`config.mk`:
```
export PLATFORM = sky130hd
export DESIGN_NAME = aud_sram_arbiter
export DESIGN_NICKNAME = d
export VERILOG_FILES = /design/src/rtl/aud_sram_pkg.sv /design/src/rtl/aud_sram_phy.sv /design/src/rtl/aud_sram_arbiter.sv
export SDC_FILE = /design/constraint.sdc
export NUM_CORES = 1
export LEC_CHECK = 0
export CAP_MARGIN = 20
export CELL_PAD_IN_SITES_DETAIL_PLACEMENT = 1
export CELL_PAD_IN_SITES_GLOBAL_PLACEMENT = 1
export CORE_MARGIN = 2
export CORE_UTILIZATION = 34
export CTS_BUF_LIST = sky130_fd_sc_hd__clkbuf_4
export CTS_CLUSTER_DIAMETER = 120
export DETAILED_ROUTE_END_ITERATION = 12
export GPL_TIMING_DRIVEN = 0
export PLACE_DENSITY_LB_ADDON = 0.12
export SLEW_MARGIN = 20
export SYNTH_ARGS = -nofsm -noshare
export SYNTH_HDL_FRONTEND = slang
export SYNTH_SLANG_ARGS = --single-unit
```
`constraint.sdc`:
```
create_clock -name i_clk -period 3.9 [get_ports i_clk]
set_clock_uncertainty 0.2 [all_clocks]
set_input_delay 0.39 -clock i_clk [delete_from_list [all_inputs] [get_ports i_clk]]
set_output_delay 0.39 -clock i_clk [all_outputs]
set_load 0.01 [all_outputs]
```
`src/rtl/aud_sram_pkg.sv`:
```
// Shared types and constants for the audio SRAM arbiter and its pin-level PHY.
// Optional build macro AUD_ARB_FAIR_EN (used by aud_sram_arbiter) selects round-robin arbitration.
package aud_sram_pkg;

    localparam int ADDR_W_DEF = 20;
    localparam int DATA_W_DEF = 16;

    typedef enum logic [1:0] {S_IDLE, S_WRITE, S_READ, S_RDOUT} state_t;
    typedef enum logic {GNT_WR, GNT_RD} grant_t;
    typedef enum logic [1:0] {OP_IDLE, OP_WRITE, OP_READ} op_t;

    typedef struct packed {
        logic ce_n;
        logic we_n;
        logic oe_n;
        logic lb_n;
        logic ub_n;
    } sram_ctl_t;

    localparam sram_ctl_t SRAM_INACTIVE = '{ce_n: 1'b1, we_n: 1'b1, oe_n: 1'b1, lb_n: 1'b1, ub_n: 1'b1};

    // Both byte lanes are always enabled; the audio path only moves full 16-bit words.
    function automatic sram_ctl_t sram_ctl_for(op_t op);
        sram_ctl_t c;
        c = SRAM_INACTIVE;
        case (op)
            OP_WRITE: begin
                c.ce_n = 1'b0;
                c.we_n = 1'b0;
                c.lb_n = 1'b0;
                c.ub_n = 1'b0;
            end
            OP_READ: begin
                c.ce_n = 1'b0;
                c.oe_n = 1'b0;
                c.lb_n = 1'b0;
                c.ub_n = 1'b0;
            end
            default: c = SRAM_INACTIVE;
        endcase
        return c;
    endfunction

endpackage

```
`src/rtl/aud_sram_phy.sv`:
```
// SRAM pin sequencer: access-cycle counter, strobe/DQ drive for the current op, and read capture.
module aud_sram_phy
    import aud_sram_pkg::*;
#(
    parameter int DATA_W    = DATA_W_DEF,
    parameter int WR_CYCLES = 2,
    parameter int RD_CYCLES = 2
) (
    input  logic              i_clk,
    input  logic              i_rst_n,
    input  op_t               i_op,
    input  logic [DATA_W-1:0] i_sram_dq,
    output sram_ctl_t         o_ctl,
    output logic              o_dq_oe,
    output logic              o_done,
    output logic [DATA_W-1:0] o_rd_data
);

    localparam int MAX_CYC = (WR_CYCLES > RD_CYCLES) ? WR_CYCLES : RD_CYCLES;
    localparam int CNT_W   = (MAX_CYC > 1) ? $clog2(MAX_CYC) : 1;

    logic [CNT_W-1:0] cnt;

    always_comb begin
        o_done  = 1'b0;
        o_ctl   = sram_ctl_for(i_op);
        o_dq_oe = (i_op == OP_WRITE);
        case (i_op)
            OP_WRITE: o_done = (cnt == CNT_W'(WR_CYCLES - 1));
            OP_READ:  o_done = (cnt == CNT_W'(RD_CYCLES - 1));
            default:  o_done = 1'b0;
        endcase
    end

    always_ff @(posedge i_clk or negedge i_rst_n) begin
        if (!i_rst_n) begin
            cnt <= '0;
        end else if (i_op == OP_IDLE || o_done) begin
            cnt <= '0;
        end else begin
            cnt <= cnt + 1'b1;
        end
    end

    // Sample DQ on the edge that closes the last OE_n-low cycle.
    always_ff @(posedge i_clk or negedge i_rst_n) begin
        if (!i_rst_n) begin
            o_rd_data <= '0;
        end else if (i_op == OP_READ && o_done) begin
            o_rd_data <= i_sram_dq;
        end
    end

endmodule

```
`src/rtl/aud_sram_arbiter.sv`:
```
// Arbitrates recorder writes and player reads onto the shared 1M x 16 SRAM and tracks end of recording.
// Build macro AUD_ARB_FAIR_EN: round-robin on contention; undefined gives strict write priority.
module aud_sram_arbiter
    import aud_sram_pkg::*;
#(
    parameter int ADDR_W    = ADDR_W_DEF,
    parameter int DATA_W    = DATA_W_DEF,
    parameter int WR_CYCLES = 2,
    parameter int RD_CYCLES = 2
) (
    input  logic              i_clk,
    input  logic              i_rst_n,
    input  logic              i_wr_req,
    input  logic [ADDR_W-1:0] i_wr_addr,
    input  logic [DATA_W-1:0] i_wr_data,
    output logic              o_wr_ack,
    input  logic              i_rd_req,
    input  logic [ADDR_W-1:0] i_rd_addr,
    output logic [DATA_W-1:0] o_rd_data,
    output logic              o_rd_valid,
    input  logic              i_clear_end,
    output logic [ADDR_W:0]   o_end_addr,
    output logic [ADDR_W-1:0] o_sram_addr,
    output logic [DATA_W-1:0] o_sram_dq,
    output logic              o_sram_dq_oe,
    input  logic [DATA_W-1:0] i_sram_dq,
    output logic              o_sram_ce_n,
    output logic              o_sram_we_n,
    output logic              o_sram_oe_n,
    output logic              o_sram_lb_n,
    output logic              o_sram_ub_n
);

    state_t    state, state_nxt;
    op_t       op;
    sram_ctl_t ctl;
    logic      phy_done;
    logic      grant_wr, grant_rd;
    logic      wr_done;
    logic [ADDR_W:0] wr_end;

`ifdef AUD_ARB_FAIR_EN
    grant_t last_grant;

    always_comb begin
        grant_wr = 1'b0;
        grant_rd = 1'b0;
        if (state == S_IDLE) begin
            if (i_wr_req && i_rd_req) begin
                grant_wr = (last_grant == GNT_RD);
                grant_rd = (last_grant == GNT_WR);
            end else begin
                grant_wr = i_wr_req;
                grant_rd = i_rd_req;
            end
        end
    end

    always_ff @(posedge i_clk or negedge i_rst_n) begin
        if (!i_rst_n) begin
            last_grant <= GNT_RD;
        end else if (grant_wr) begin
            last_grant <= GNT_WR;
        end else if (grant_rd) begin
            last_grant <= GNT_RD;
        end
    end
`else
    always_comb begin
        grant_wr = 1'b0;
        grant_rd = 1'b0;
        if (state == S_IDLE) begin
            grant_wr = i_wr_req;
            grant_rd = i_rd_req & ~i_wr_req;
        end
    end
`endif

    always_ff @(posedge i_clk or negedge i_rst_n) begin
        if (!i_rst_n) begin
            state <= S_IDLE;
        end else begin
            state <= state_nxt;
        end
    end

    // Every transaction returns through S_IDLE, which gives the DQ bus a turnaround cycle.
    always_comb begin
        state_nxt  = state;
        op         = OP_IDLE;
        o_wr_ack   = 1'b0;
        o_rd_valid = 1'b0;
        case (state)
            S_IDLE: begin
                if (grant_wr) begin
                    state_nxt = S_WRITE;
                end else if (grant_rd) begin
                    state_nxt = S_READ;
                end
            end
            S_WRITE: begin
                op = OP_WRITE;
                if (phy_done) begin
                    o_wr_ack  = 1'b1;
                    state_nxt = S_IDLE;
                end
            end
            S_READ: begin
                op = OP_READ;
                if (phy_done) begin
                    state_nxt = S_RDOUT;
                end
            end
            S_RDOUT: begin
                o_rd_valid = 1'b1;
                state_nxt  = S_IDLE;
            end
            default: state_nxt = S_IDLE;
        endcase
    end

    always_ff @(posedge i_clk or negedge i_rst_n) begin
        if (!i_rst_n) begin
            o_sram_addr <= '0;
            o_sram_dq   <= '0;
        end else if (grant_wr) begin
            o_sram_addr <= i_wr_addr;
            o_sram_dq   <= i_wr_data;
        end else if (grant_rd) begin
            o_sram_addr <= i_rd_addr;
        end
    end

    assign wr_done = (state == S_WRITE) && phy_done;
    assign wr_end  = {1'b0, o_sram_addr} + {{ADDR_W{1'b0}}, 1'b1};

    // A clear in the same cycle as a write completion discards that write's update.
    always_ff @(posedge i_clk or negedge i_rst_n) begin
        if (!i_rst_n) begin
            o_end_addr <= '0;
        end else if (i_clear_end) begin
            o_end_addr <= '0;
        end else if (wr_done && (wr_end > o_end_addr)) begin
            o_end_addr <= wr_end;
        end
    end

    aud_sram_phy #(
        .DATA_W    (DATA_W),
        .WR_CYCLES (WR_CYCLES),
        .RD_CYCLES (RD_CYCLES)
    ) u_phy (
        .i_clk     (i_clk),
        .i_rst_n   (i_rst_n),
        .i_op      (op),
        .i_sram_dq (i_sram_dq),
        .o_ctl     (ctl),
        .o_dq_oe   (o_sram_dq_oe),
        .o_done    (phy_done),
        .o_rd_data (o_rd_data)
    );

    assign o_sram_ce_n = ctl.ce_n;
    assign o_sram_we_n = ctl.we_n;
    assign o_sram_oe_n = ctl.oe_n;
    assign o_sram_lb_n = ctl.lb_n;
    assign o_sram_ub_n = ctl.ub_n;

endmodule
```
==> impl_metrics.toml, run 1 <==
[clock_tree]
numCtsBuffers = 9
ctsLongestPathBuffers = 2
clk_pin_slew_ns = 0.12
clkLatencyLatePin_ns = 0.45
root_buffer = "clkbuf_4"
numClockSinks = 76
cts_tree = "done"
htree_levels = 3

[worst_setup_path]
end_kind = "flip-flop"
crit_chain = "ha_1 > and3_1 > and4_1 > buf_2 > and4_1 > or2_2 > ha_1 > nand4_4 > nor4_4 > o31ai_1 > a31oi_2 > buf_6 > mux2_1"
worst_setup_path_start_kind = "flip-flop"
cpPeakStageDelay_ns = 0.45
worst_path_max_delay_cell = "dfrtp_2"
path_max_fanout = 7
cp_num_buf_inv = 2
crit_arrival_ns = 3.87
crit_family = "simple AND/OR/NAND/NOR gates"
path_class = "flip-flop to flip-flop"
required_ns = 4.05

[power_and_ir_drop]
p_per_area_nw_per_um2 = 647.7
p_leak_nw = 2.696
peakVddDrop_uv = 408.8

[logic_synthesis]
synth_edf_count = 0
synth_warnings = 0
async_flop_share_pct = 100.0
yosys.cell_types.count = 42
synth.avg_cell_area_um2 = 9.842
syn-cell-area_um2 = 4340
synth_nets = 544
ys_seq_area_share_pct = 43.82
synth_top_flop_cell = "dfrtp_1"
syn_inst = 441
synth-seq-cells = 76

[global_route]
grt_usage_pct = 19.84
antenna_found_initial = 0
grt_pass1_vias = 4164
overflow = 0
grt_pass1_wl_mm = 20.85
grt_max_degree = 57

[die]
core_area_um2 = 12520
die_w_um = 117.0
die-area_um2 = 13690
start_util_pct = 34.68
rows = 41
pin_count = 158
die_h_um = 117.0

[timing]
min_period_over_period_pct = 95.51
hold-worst-slack_ns = 0.1649
finalHoldViolations = 0
setup_viol = 0
timing.fmax_mhz = 268.5
setup_slack_ns = 0.1750
worst_pin_slew_ns = 0.5543
worst_slew_margin_rel_pct = 63.05
maxSlewViolCount = 0
period_needed_ns = 3.725

[route]
initialDrtViolationCount = 84
drt-total-wl_mm = 13.09
detail_route.first_pass.iterations = 4
via_count = 3838
drc = 0
routedWlPerCell_um = 16.48
ant_nets = 0
routed_via_density = 4.834

[layout]
stdcell_count = 794
fillers = 1470
mostFrequentLayoutCell = "clkdlybuf4s50_1"
fin_util_pct = 51.19
layout_common_cells = "clkdlybuf4s50_1, nand2_1, dfrtp_1"
nNetsFinal = 720
drive_gt1_share_pct = 12.38
areaGrowthSynthToFinish_pct = 47.62
antenna_cells = 0

[placed_design]
dp_cells = 770
dp_slack_ns = -0.09364
dp_hpwl_mm = 10.48
portBuffers = 156
gp_congestion = 0.8274

[run]
drv_cap = 0

[outcome]
status = "finished, final reports clean"

[hold_path]
hp-class = "input port to async pin"
## report_power, final
group	total (mW)	leakage (nW)	internal [mW]	switching (mW)
clock network	0.556	0.0845	0.271	0.285
registers	1.36	0.949	1.09	0.277
logic	2.23	1.66	1.25	0.982
## routing by layer
layer	wire length, um	track usage, %	vias to the layer above
met4	171	6.431	0
li1	-	-	1877
met5	0	0	-
met3	1264	9.269	13
met2	6434	33.91	113
met1	5215	21.93	1835
## metrics by stage
stage | setup TNS [ns] | power, mW | instance area [um^2]
finish | 0 | 4.150 | 6407
detailed placement | -0.1010 | 3.574 | 6142
global route | -0.01198 | 4.476 | 6407
floorplan | 0 | 2.483 | 4340
global placement | -42.99 | 3.497 | 6117
CTS | 0 | 4.179 | 6356
## path summary, 6_finish.rpt
path / from / end / slack [ns] / cells after the start
setup reg to reg: o_sram_addr[0] / o_end_addr[15] / 0.18 / 13
hold / removal: i_rst_n / o_end_addr[18] / 0.16 / 2
max in group asynchronous: i_rst_n / o_sram_dq[15] / 2.74 / 3
setup / recovery: o_sram_addr[0] / o_end_addr[15] / 0.18 / 13
min in group i_clk: u_phy.cnt / u_phy.cnt / 0.26 / 1
hold reg to reg: u_phy.cnt / u_phy.cnt / 0.26 / 1
## layout make-up
| cell class | instances | area, um^2 | area share (%) |
|---|---|---|---|
| plain buffers | 25 | 116.4 | 1.816 |
| flip-flops and latches | 76 | 1907 | 29.76 |
| multi-input cells | 310 | 2232 | 34.84 |
| repair buffers | 166 | 1669 | 26.05 |
| clock buffers | 11 | 82.58 | 1.289 |
| inverters | 29 | 108.9 | 1.699 |
| well taps | 172 | 215.2 | 3.359 |
| clock inverters | 5 | 76.32 | 1.191 |
## worst reg2reg max path, cell delays in order (launching register included)
cell	delay [ns]
dfrtp_2	0.45
ha_1	0.24
and3_1	0.21
and4_1	0.21
buf_2	0.15
and4_1	0.20
or2_2	0.28
ha_1	0.33
nand4_4	0.15
nor4_4	0.33
o31ai_1	0.14
a31oi_2	0.22
buf_6	0.18
mux2_1	0.33
## kinds of logic (layout without fill, tap and decap cells)
family / Yosys count / after routing / share of synthesized area (%)
multiplexers: 53 / 53 / 13.20
XOR/XNOR: 12 / 12 / 2.422
AND/OR/NAND/NOR: 162 / 162 / 18.51
AO/OA/AOI/OAI: 57 / 57 / 9.282
adder cells (fa/ha/maj): 26 / 26 / 7.495
buffers and inverters: 55 / 236 / 5.275
flip-flops: 76 / 76 / 43.82
## cells in the mapped netlist (all sizes together) (2+ instances only)
cell type / n / area share, %
o21a: 2 / 0.35
nor2: 9 / 0.78
nand2: 87 / 7.5
inv: 29 / 2.5
mux2i: 19 / 4.4
a31oi: 3 / 0.58
nor3: 5 / 0.58
dfrtp: 76 / 44
a21o: 2 / 0.35
or2: 5 / 0.72
a211o: 2 / 0.40
xnor2: 9 / 1.8
nand3b: 20 / 3.5
a22o: 20 / 4.0
buf: 9 / 1.3
and3: 4 / 0.58
a21oi: 11 / 1.3
ha: 26 / 7.5
nand4: 6 / 1.0
o21ai: 13 / 1.5
clkbuf: 17 / 1.5
and4: 5 / 1.0
xor2: 3 / 0.61
nor4: 3 / 0.58
o31a: 2 / 0.40
nand3: 14 / 1.6
mux2: 34 / 8.8
## registers in the layout (all words and copies together) (netlist names)
register,flops
o_sram_dq,16
state,2
o_sram_addr,20
o_end_addr,21
u_phy.o_rd_data,16
u_phy.cnt,1
## repair_timing
action,4_1_cts,5_1_grt
pin swaps,0,3
buffers inserted,3,5
setup endpoints to repair,8,17
gates resized for setup,2,5
hold endpoints to repair,76,0
hold buffers,1,0
(Power assumes the default switching activity.)
==> inputs of run 2 (changes only) <==
==> constraint.sdc (replaced) <==
create_clock -name i_clk -period 3.9 [get_ports i_clk]
set_clock_uncertainty 0.2 [all_clocks]
set_input_delay 0.78 -clock i_clk [delete_from_list [all_inputs] [get_ports i_clk]]
set_output_delay 0.78 -clock i_clk [all_outputs]
set_load 0.01 [all_outputs]
==> results of run 2 <==
The final DEF is identical to that of run 1. Status: finished, final reports clean.
Main changes from that run: clock-pin slew on the worst setup and hold paths 0.12 ns -> 0.13 ns; hold slack 0.1649 ns -> 0.2551 ns
==> inputs of run 3 (changes only) <==
--- a/config.mk
+++ b/config.mk
@@ -13,7 +13,6 @@
 export CTS_BUF_LIST = sky130_fd_sc_hd__clkbuf_4
 export CTS_CLUSTER_DIAMETER = 120
 export DETAILED_ROUTE_END_ITERATION = 12
-export GPL_TIMING_DRIVEN = 0
 export PLACE_DENSITY_LB_ADDON = 0.12
 export SLEW_MARGIN = 20
 export SYNTH_ARGS = -nofsm -noshare
==> run 3 against run 2 <==
Effect of this change:
- maximum frequency increased by 1.8%
- core utilization decreased by 0.90 points
- die area is the same
- wire length decreased by 0.23%
- hold slack gained 0.0089 ns
- final cell count fell by 2.4%
- critical path depth fell by 2
- global-route usage rose by 0.12 points
- sequential power is essentially flat
- critical path type unchanged
- highest routed layer unchanged
==> impl_metrics.toml, run 3 (synthesis gave the netlist of run 1 again) <==
[layout]
nNetsFinal = 702
largest_register = "o_end_addr"
mostFrequentLayoutCell = "clkdlybuf4s50_1"
antenna_cells = 0
top_regs = "o_end_addr: 21 flops, o_sram_addr: 20 flops"
largest_reg_flops = 21
layout_common_cells = "clkdlybuf4s50_1, nand2_1, dfrtp_1"
drive_gt1_share_pct = 11.44
areaGrowthSynthToFinish_pct = 45.03

[worst_setup_path]
crit_arrival_ns = 3.82
cpPeakStageDelay_ns = 0.47
worst_setup_path_start_kind = "flip-flop"
required_ns = 4.06
crit_family = "simple AND/OR/NAND/NOR gates"
path_class = "flip-flop to flip-flop"
worst_path_max_delay_cell = "dfrtp_1"
cp_num_buf_inv = 1
end_kind = "flip-flop"
path_max_fanout = 9
crit_chain = "and4_1 > nand3_1 > o31a_1 > or2_2 > ha_1 > nand4_2 > nor4_2 > o31ai_1 > a31oi_2 > buf_4 > mux2i_1"

[die]
die_w_um = 117.0
die-area_um2 = 13690
core_area_um2 = 12520
start_util_pct = 34.68
die_h_um = 117.0
pin_count = 158
rows = 41

[power_and_ir_drop]
p_per_area_nw_per_um2 = 653.4
peakVddDrop_uv = 425.5
p_leak_nw = 2.656

[run]
drv_cap = 0

[timing]
min_period_over_period_pct = 93.83
worst_slew_margin_rel_pct = 46.72
rsz0062_at_grt = "no"
setup_viol = 0
tns_ns = 0
finalHoldViolations = 0
setup_slack_ns = 0.2408
hold-worst-slack_ns = 0.2640
timing.fmax_mhz = 273.3
period_needed_ns = 3.659
maxSlewViolCount = 0
worst_pin_slew_ns = 0.7970

[outcome]
status = "finished, final reports clean"

[route]
via_count = 3824
ant_nets = 0
drc = 0
detail_route.first_pass.iterations = 4
routed_via_density = 4.934
initialDrtViolationCount = 99
drt-total-wl_mm = 13.06
routedWlPerCell_um = 16.85

[placed_design]
portBuffers = 157
gp_congestion = 0.8254
dp_hpwl_mm = 10.24
dp_slack_ns = 0.1218

[clock_tree]
cts_tree = "done"
clkLatencyLatePin_ns = 0.46
numClockSinks = 76
numCtsBuffers = 9
root_buffer = "clkbuf_4"
htree_levels = 3
ctsLongestPathBuffers = 2
clk_pin_slew_ns = 0.13

[global_route]
overflow = 0
grt_pass1_wl_mm = 20.78
antenna_found_initial = 0
grt_usage_pct = 19.96
grt_pass1_vias = 4042
grt_max_degree = 77

[hold_path]
hp-class = "flip-flop to flip-flop"
-- run 3: changes by cell type in the layout (fill, tap and decap cells not counted), moves of 2 or more --
cell      change
buf_1         -2
buf_2         -3
buf_4         +4
clkbuf_1     -16
clkbuf_4      -2
dfrtp_1       +4
dfrtp_2       -4
-- run 3: worst paths after layout --
check	to	depth (start not counted)	slack [ns]	from
min in group asynchronous	o_end_addr[1]	2	0.54	i_rst_n
worst max register to register	o_end_addr[5]	11	0.24	o_sram_addr[2]
worst max-delay path	o_end_addr[5]	11	0.24	o_sram_addr[2]
max in group asynchronous	o_sram_dq[15]	3	2.37	i_rst_n
worst min register to register	u_phy.cnt	1	0.26	u_phy.cnt
worst min-delay path	u_phy.cnt	1	0.26	u_phy.cnt
-- run 3: metrics by stage --
| step | cells | utilization (%) | instance area, um^2 | total power, mW |
|---|---|---|---|---|
| 2_1_floorplan | 441 | - | 4340 | 2.483 |
| 3_3_place_gp | 756 | 48.69 | 6095 | 3.534 |
| 3_5_place_dp | 756 | 48.69 | 6095 | 3.593 |
| 4_1_cts | 771 | 49.87 | 6242 | 4.160 |
| 5_1_grt | 775 | 50.29 | 6295 | 4.429 |
| 6_report | 775 | 50.29 | 6295 | 4.113 |
-- run 3: worst reg2reg max path, stage by stage, from the launching register on --
cell and delay (ns):
dfrtp_1 0.47, and4_1 0.35, nand3_1 0.22, o31a_1 0.35, or2_2 0.30, ha_1 0.31, nand4_2 0.16, nor4_2 0.34
o31ai_1 0.14, a31oi_2 0.24, buf_4 0.27, mux2i_1 0.23
-- run 3: per-layer routing --
layer | GRT usage [%] | up-vias | wire length, um
met1 | 23.71 | 1851 | 5444
met4 | 8.000 | 0 | 298
li1 | - | 1841 | -
met2 | 32.52 | 113 | 6252
met3 | 7.827 | 19 | 1060
met5 | 0 | - | 0
-- run 3: repair_timing --
action,4_1_cts,5_1_grt
endpoints found under the hold margin,0,19
gates resized for setup,0,0
buffers inserted,0,2
endpoints found under the setup margin,0,16
hold buffers,0,1
-- run 3: area by class of cell --
type                            instances  area (um^2)
Tap cell                              172        215.2
Clock inverter                          6        80.08
Multi-Input combinational cell        310         2210
Clock buffer                            9        67.56
Fill cell                            1458         6222
Sequential cell                        76         1902
Timing Repair Buffer                  173         1712
Inverter                               29        108.9
-- run 3: power breakdown --
part           switching [mW]  internal (mW)
clock                   0.292          0.251
combinational            1.01           1.22
sequential              0.254           1.08
